--- config.mk ---
export PLATFORM = sky130hd
export DESIGN_NAME = imem_responder
export DESIGN_NICKNAME = d
export VERILOG_FILES = /design/src/rtl/imem_responder.sv
export SDC_FILE = /design/constraint.sdc
export NUM_CORES = 2
export LEC_CHECK = 0
export ABC_AREA = 1
export ABC_CLOCK_PERIOD_IN_PS = 4300
export CAP_MARGIN = 5
export CORE_ASPECT_RATIO = 1.2
export CORE_MARGIN = 2
export CORE_UTILIZATION = 45
export DETAILED_ROUTE_END_ITERATION = 10
export RECOVER_POWER = 100
export SLEW_MARGIN = 30
export SYNTH_ARGS = -nofsm -noshare
export SYNTH_HDL_FRONTEND = slang
export SYNTH_SLANG_ARGS = --single-unit
export TNS_END_PERCENT = 1
--- constraint.sdc ---
create_clock -name i_clk -period 4.3 [get_ports i_clk]
set_input_delay 0.86 -clock i_clk [delete_from_list [all_inputs] [get_ports i_clk]]
set_output_delay 0.86 -clock i_clk [all_outputs]
set_load 0.01 [all_outputs]
--- src/rtl/imem_responder.sv ---
// Instruction fetch responder: a halfword memory that returns 16-bit or 32-bit instructions for a PC.
// Latency: RD_LAT+1 cycles (16-bit) or 2*RD_LAT+1 cycles (32-bit) from the request cycle to resp_valid.
// Backpressure: one request in flight; req_ready is low while busy or flushing; responses cannot be stalled.
// Optional boot sequence (reset vector fetched from mem[0..1]) is compiled in by defining IMEM_BOOT_EN.
module imem_responder #(
    parameter int AW     = 8,
    parameter int RD_LAT = 1
) (
    input  logic          i_clk,
    input  logic          i_rst_n,
    input  logic          i_req_valid,
    input  logic [31:0]   i_req_addr,
    output logic          o_req_ready,
    input  logic          i_flush,
    output logic          o_resp_valid,
    output logic [31:0]   o_resp_instr,
    output logic          o_resp_size,
    output logic [31:0]   o_resp_next_pc,
    input  logic          i_ld_en,
    input  logic [AW-1:0] i_ld_addr,
    input  logic [15:0]   i_ld_data,
    output logic [31:0]   o_reset_vec,
    output logic          o_boot_done
);

    localparam int         DEPTH    = 1 << AW;
    localparam logic [1:0] CNT_INIT = 2'(RD_LAT - 1);

    typedef enum logic [2:0] {
`ifdef IMEM_BOOT_EN
        S_BOOT0 = 3'd0,
        S_BOOT1 = 3'd1,
`endif
        S_IDLE  = 3'd2,
        S_RD0   = 3'd3,
        S_RD1   = 3'd4,
        S_RESP  = 3'd5
    } state_t;

`ifdef IMEM_BOOT_EN
    localparam state_t RST_STATE = S_BOOT0;
`else
    localparam state_t RST_STATE = S_IDLE;
`endif

    logic [15:0]   r_mem [0:DEPTH-1];

    state_t        r_state;
    state_t        w_nxt;
    logic [1:0]    r_cnt;
    logic [AW-1:0] r_addr;
    logic [31:0]   r_pc;
    logic [15:0]   r_hw0;
    logic [15:0]   r_hw1;
    logic [31:0]   r_resp_instr;
    logic          r_resp_size;
    logic [31:0]   r_resp_next_pc;
    logic          r_boot_done;

    logic [AW-1:0] w_rd_addr;
    logic [15:0]   w_rd_dat;
    logic          w_rd_end;
    logic          w_accept;
    logic          w_req_ready;
    logic          w_resp_valid;
    logic          w_cur_size;
    logic [31:0]   w_cur_instr;
    logic [31:0]   w_cur_next_pc;

    // Loader write port; the array is deliberately left out of reset so images can be loaded under reset.
    always_ff @(posedge i_clk) begin
        if (i_ld_en) begin
            r_mem[i_ld_addr] <= i_ld_data;
        end
    end

    // Read address follows the state; the asynchronous read is captured at the edge, so a same-edge write yields old data.
    always_comb begin
        w_rd_addr = r_addr;
        case (r_state)
`ifdef IMEM_BOOT_EN
            S_BOOT0: w_rd_addr = '0;
            S_BOOT1: w_rd_addr = AW'(1);
`endif
            S_RD1:   w_rd_addr = r_addr + AW'(1);
            default: w_rd_addr = r_addr;
        endcase
    end

    assign w_rd_dat = r_mem[w_rd_addr];
    assign w_rd_end = (r_cnt == 2'd0);

    // State register.
    always_ff @(posedge i_clk or negedge i_rst_n) begin
        if (!i_rst_n) begin
            r_state <= RST_STATE;
        end else begin
            r_state <= w_nxt;
        end
    end

    // Next-state and handshake outputs; flush kills any in-flight fetch and masks a pending response.
    always_comb begin
        w_nxt        = r_state;
        w_req_ready  = 1'b0;
        w_resp_valid = 1'b0;
        w_accept     = 1'b0;
        case (r_state)
`ifdef IMEM_BOOT_EN
            S_BOOT0: w_nxt = S_BOOT1;
            S_BOOT1: w_nxt = S_IDLE;
`endif
            S_IDLE: begin
                w_req_ready = !i_flush;
                w_accept    = i_req_valid && !i_flush;
                if (w_accept) begin
                    w_nxt = S_RD0;
                end
            end
            S_RD0: begin
                if (i_flush) begin
                    w_nxt = S_IDLE;
                end else if (w_rd_end) begin
                    w_nxt = w_rd_dat[15] ? S_RD1 : S_RESP;
                end
            end
            S_RD1: begin
                if (i_flush) begin
                    w_nxt = S_IDLE;
                end else if (w_rd_end) begin
                    w_nxt = S_RESP;
                end
            end
            S_RESP: begin
                w_resp_valid = !i_flush;
                w_nxt        = S_IDLE;
            end
            default: w_nxt = RST_STATE;
        endcase
    end

    // Read-phase down-counter: reloaded on entry to a read state, so each read state spans RD_LAT cycles.
    always_ff @(posedge i_clk or negedge i_rst_n) begin
        if (!i_rst_n) begin
            r_cnt <= 2'd0;
        end else if ((w_nxt == S_RD0 || w_nxt == S_RD1) && (w_nxt != r_state)) begin
            r_cnt <= CNT_INIT;
        end else if (r_cnt != 2'd0) begin
            r_cnt <= r_cnt - 2'd1;
        end
    end

    // Response fields are formed from the captured halfwords; bit 15 of the first halfword marks a 32-bit instruction.
    assign w_cur_size    = r_hw0[15];
    assign w_cur_instr   = {r_hw0, (w_cur_size ? r_hw1 : 16'h0000)};
    assign w_cur_next_pc = r_pc + (w_cur_size ? 32'd2 : 32'd1);

    // Request latch, halfword capture, response hold registers and boot bookkeeping.
    always_ff @(posedge i_clk or negedge i_rst_n) begin
        if (!i_rst_n) begin
            r_addr         <= '0;
            r_pc           <= 32'd0;
            r_hw0          <= 16'd0;
            r_hw1          <= 16'd0;
            r_resp_instr   <= 32'd0;
            r_resp_size    <= 1'b0;
            r_resp_next_pc <= 32'd0;
            r_boot_done    <= 1'b0;
        end else begin
            if (w_accept) begin
                r_addr <= i_req_addr[AW-1:0];
                r_pc   <= i_req_addr;
            end
            if (r_state == S_RD0 && !i_flush && w_rd_end) begin
                r_hw0 <= w_rd_dat;
            end
            if (r_state == S_RD1 && !i_flush && w_rd_end) begin
                r_hw1 <= w_rd_dat;
            end
            // Keep the last presented response so the outputs hold once RESP is left.
            if (r_state == S_RESP) begin
                r_resp_instr   <= w_cur_instr;
                r_resp_size    <= w_cur_size;
                r_resp_next_pc <= w_cur_next_pc;
            end
`ifdef IMEM_BOOT_EN
            if (r_state == S_BOOT1) begin
                r_boot_done <= 1'b1;
            end
`else
            r_boot_done <= 1'b1;
`endif
        end
    end

`ifdef IMEM_BOOT_EN
    logic [31:0] r_reset_vec;

    // Reset vector is assembled high halfword first from mem[0], then mem[1].
    always_ff @(posedge i_clk or negedge i_rst_n) begin
        if (!i_rst_n) begin
            r_reset_vec <= 32'd0;
        end else if (r_state == S_BOOT0) begin
            r_reset_vec[31:16] <= w_rd_dat;
        end else if (r_state == S_BOOT1) begin
            r_reset_vec[15:0] <= w_rd_dat;
        end
    end

    assign o_reset_vec = r_reset_vec;
`else
    assign o_reset_vec = 32'd0;
`endif

    assign o_req_ready    = w_req_ready;
    assign o_resp_valid   = w_resp_valid;
    assign o_resp_instr   = (r_state == S_RESP) ? w_cur_instr   : r_resp_instr;
    assign o_resp_size    = (r_state == S_RESP) ? w_cur_size    : r_resp_size;
    assign o_resp_next_pc = (r_state == S_RESP) ? w_cur_next_pc : r_resp_next_pc;
    assign o_boot_done    = r_boot_done;

endmodule

==> results.cfg <==
[critical_path]
r2r_cells = 33
critical_path_class = in -> reg
cp_top_family = buffers and inverters
worstPathBufferInverterCount = 2
worstPathMaxFanout = 64
r2r_end = r_resp_next_pc[30]
critPathRequiredTime_ps = 4890
endpoint_kind = flip-flop
cp.depth = 2
r2r_slack_ps = -310
crit_start = i_ld_data[6]
crit_path_end = r_mem[147][6]
slowest_delay_ps = 3120
crit_chain = clkbuf_1, clkbuf_4
start_kind = primary input
reg2reg_from = r_hw0[15]
crit_arrival_ps = 5480
crit_slowest_cell = clkbuf_1

[sta]
rsz0062_at_grt = true
hold_viol_final = 0
clock-skew-final_ps = 43.9
setup_viol = 280
fin_ws_ps = -587
min_period_ps = 4890
finalMaxSlewViolations = 3099
fin_crit_sh_pct = 114
hold_ws_ps = 471
max_slew.worst_pin.slew_ps = 4650
fmax_mhz = 205
maxSlewHeadroom_pct = -210

[synth]
ys_ff_latch = 4231
syn-instance-count = 13100
ys_seq_area_share_pct = 75.7
avgSynthCellArea_um2 = 12.8
synthDistinctLibCells = 39
yosys_warnings = 0
syn_area_um2 = 167000

[die]
dieArea_um2 = 376000
coreArea_um2 = 370000
die_h_um = 671
fp.dieW_um = 560
rows = 245
start_util_pct = 45.1
io_pins = 161

[status]
violations = capacitance limit, slew limit, setup timing
status = finished with violations

[detailed_routing]
drtPass1Iterations = 8
drt_iter0_markers = 14900
finalWirelength_um = 504000
drc_errors = 0
drtAntennaViolNets = 0
vias_per_cell = 5.97
vias = 111000
wl_per_cell_um = 27.0

[hold_path]
hold_depth = 2
hp-class = reg -> reg

[global_route]
grt_pass1_wl_um = 729000
overflow = 0
busiest_layer = met2
grt_pass1_vias = 106000
antenna_found_initial = 27
met2_usage_pct = 41.9
grtUsageMet1_pct = 35.5
met3_usage_pct = 3.63
grt.total_usage_pct = 26.1
grt_max_degree = 133

[final_layout]
drive_gt1_share_pct = 10.4
syn_to_final_growth_pct = 14.2
nNetsFinal = 13400
fillers = 31100
final_cells = 18700
post-route-util_pct = 51.5

[power_and_ir_drop]
ir_worst_vdd_uv = 390
power_density_nw_per_um2 = 638
leakage_nw = 62.2

[cts]
clkLatencyLatePin_ps = 960
cts_buffer_depth = 4
cts.sinks = 4231
clk_pin_slew_ps = 60
cts_tree = done
cts_root_buf = clkbuf_16
cts_max_level = 5
cts_inserted_buffers = 409

[place]
gp_congestion = 0.920
io_buffers = 128
dp.cells = 17900
dp_slack_ps = -335
hpwlAfterDp_um = 298000

[job]
cap_violations = 47
-- area by class of cell --
type	instances	area [µm²]	share of cell area, %
Multi-Input combinational cell	7782	36800	19.3
Inverter	82	333	0.175
Sequential cell	4231	126000	66.3
Clock inverter	245	2240	1.17
Antenna cell	10	25.0	0.0131
Tap cell	4940	6180	3.24
Clock buffer	497	10800	5.69
Timing Repair Buffer	871	7870	4.13
-- metrics by stage --
step	setup TNS, ps	cell area [µm²]	total power, mW
5_1_grt	-84840	191000	126
4_1_cts	-10050	191000	121
2_1_floorplan	0	167000	68.7
6_report	-71060	191000	122
3_5_place_dp	-1360	178000	86.2
3_3_place_gp	-2790	178000	85.8
-- flip-flops by register name, summed over array words and instances (netlist names) --
name / count
r_mem: 4096
r_addr: 7
r_pc: 25
r_resp_size: 1
r_cnt: 2
r_hw1: 16
o_boot_done: 1
r_state: 3
r_resp_next_pc: 32
r_hw0: 16
r_resp_instr: 32
-- worst min path at each step --
stage	start	endpoint	slack (ps)
after global routing	r_resp_instr[16]	r_resp_instr[16]	500
after detailed placement	r_resp_instr[23]	r_resp_instr[23]	460
final	r_resp_instr[23]	r_resp_instr[23]	470
after floorplan	r_hw0[0]	r_hw0[0]	450
after CTS	i_ld_data[12]	r_mem[168][12]	300
after global placement	r_resp_size	r_resp_size	450
-- report_power, final --
part | internal (mW) | switching [mW] | leakage [nW]
Clock | 20.2 | 15.3 | 6.39
Sequential | 45.6 | 0.256 | 38.6
Combinational | 11.4 | 28.9 | 17.2
-- cell usage after synthesis, drive strengths merged --
library cell	n	area share (%)
a21oi	26	0.078
a31o	1	0.0052
buf	202	0.65
clkbuf	786	1.8
clkinv	1	0.0022
conb	2	0.0045
dfrtp	134	2.0
dfstp	1	0.016
edfxtp	4096	74
fa	1	0.012
ha	4	0.030
inv	81	0.18
mux2	9	0.061
nand2	768	1.7
nand3	536	1.6
nand4	4	0.015
nor2	2725	6.1
nor3	10	0.043
nor4	5	0.022
o21ai	2423	7.3
o22ai	1200	4.5
or4	2	0.0090
xnor2	4	0.021
xor2	31	0.17
-- cell families (layout without fill, tap and decap cells) --
logic type / count (synthesis) / after routing / synth area share (%)
adder cells (fa/ha/maj): 5 / 5 / 0.0420
AO/OA/AOI/OAI: 3650 / 3650 / 11.8
buffers and inverters: 1070 / 1695 / 2.61
AND/OR/NAND/NOR: 4050 / 4050 / 9.58
flip-flops: 4231 / 4231 / 75.7
multiplexers: 9 / 9 / 0.0607
XOR/XNOR: 35 / 35 / 0.195
other: 2 / 43 / 0.00450
-- per-layer routing --
layer  wire (µm)  part of all wire (%)  up-vias
met3       42700                   8.5      951
li1            -                     -    48900
met1      199000                    39    56100
met4       24400                   4.8        0
met2      238000                    47     5514
met5           0                     0        -
-- what timing repair did --
action                                 CTS  global route
pin swaps                               13            18
endpoints found under the hold margin   41             0
hold buffers                             1             0
gates resized for setup                 67            48
setup endpoints to repair               37            35
setup buffers                           20             3
-- cells in the final DEF, fill, tap and decap left out, types with 5 or more instances in the layout --
cell type / netlist / routed
o21ai_0: 2323 / 2321
buf_6: 3 / 15
xor2_1: 30 / 24
edfxtp_1: 4096 / 4096
mux2_2: 9 / 9
clkinv_1: 1 / 94
nand2_1: 763 / 742
clkbuf_16: 0 / 419
dfrtp_1: 134 / 134
clkbuf_1: 785 / 105
nor2_4: 1 / 5
clkinvlp_4: 0 / 20
nand3_1: 533 / 530
nor2_2: 0 / 27
clkinv_2: 0 / 76
nand2_2: 3 / 23
clkbuf_4: 0 / 8
inv_6: 0 / 8
inv_1: 73 / 70
nor3_1: 7 / 6
clkdlybuf4s15_2: 0 / 5
buf_12: 0 / 103
diode_2: 0 / 10
buf_2: 91 / 9
o21ai_1: 100 / 102
buf_4: 53 / 558
conb_1: 2 / 33
inv_2: 8 / 7
nor2_1: 2724 / 2693
clkdlybuf4s50_1: 0 / 88
bufinv_16: 0 / 39
o22ai_1: 1200 / 1198
xor2_4: 1 / 6
clkbuf_2: 1 / 45
a21oi_1: 26 / 26
clkbuf_8: 0 / 5
(Power assumes the default switching activity.)
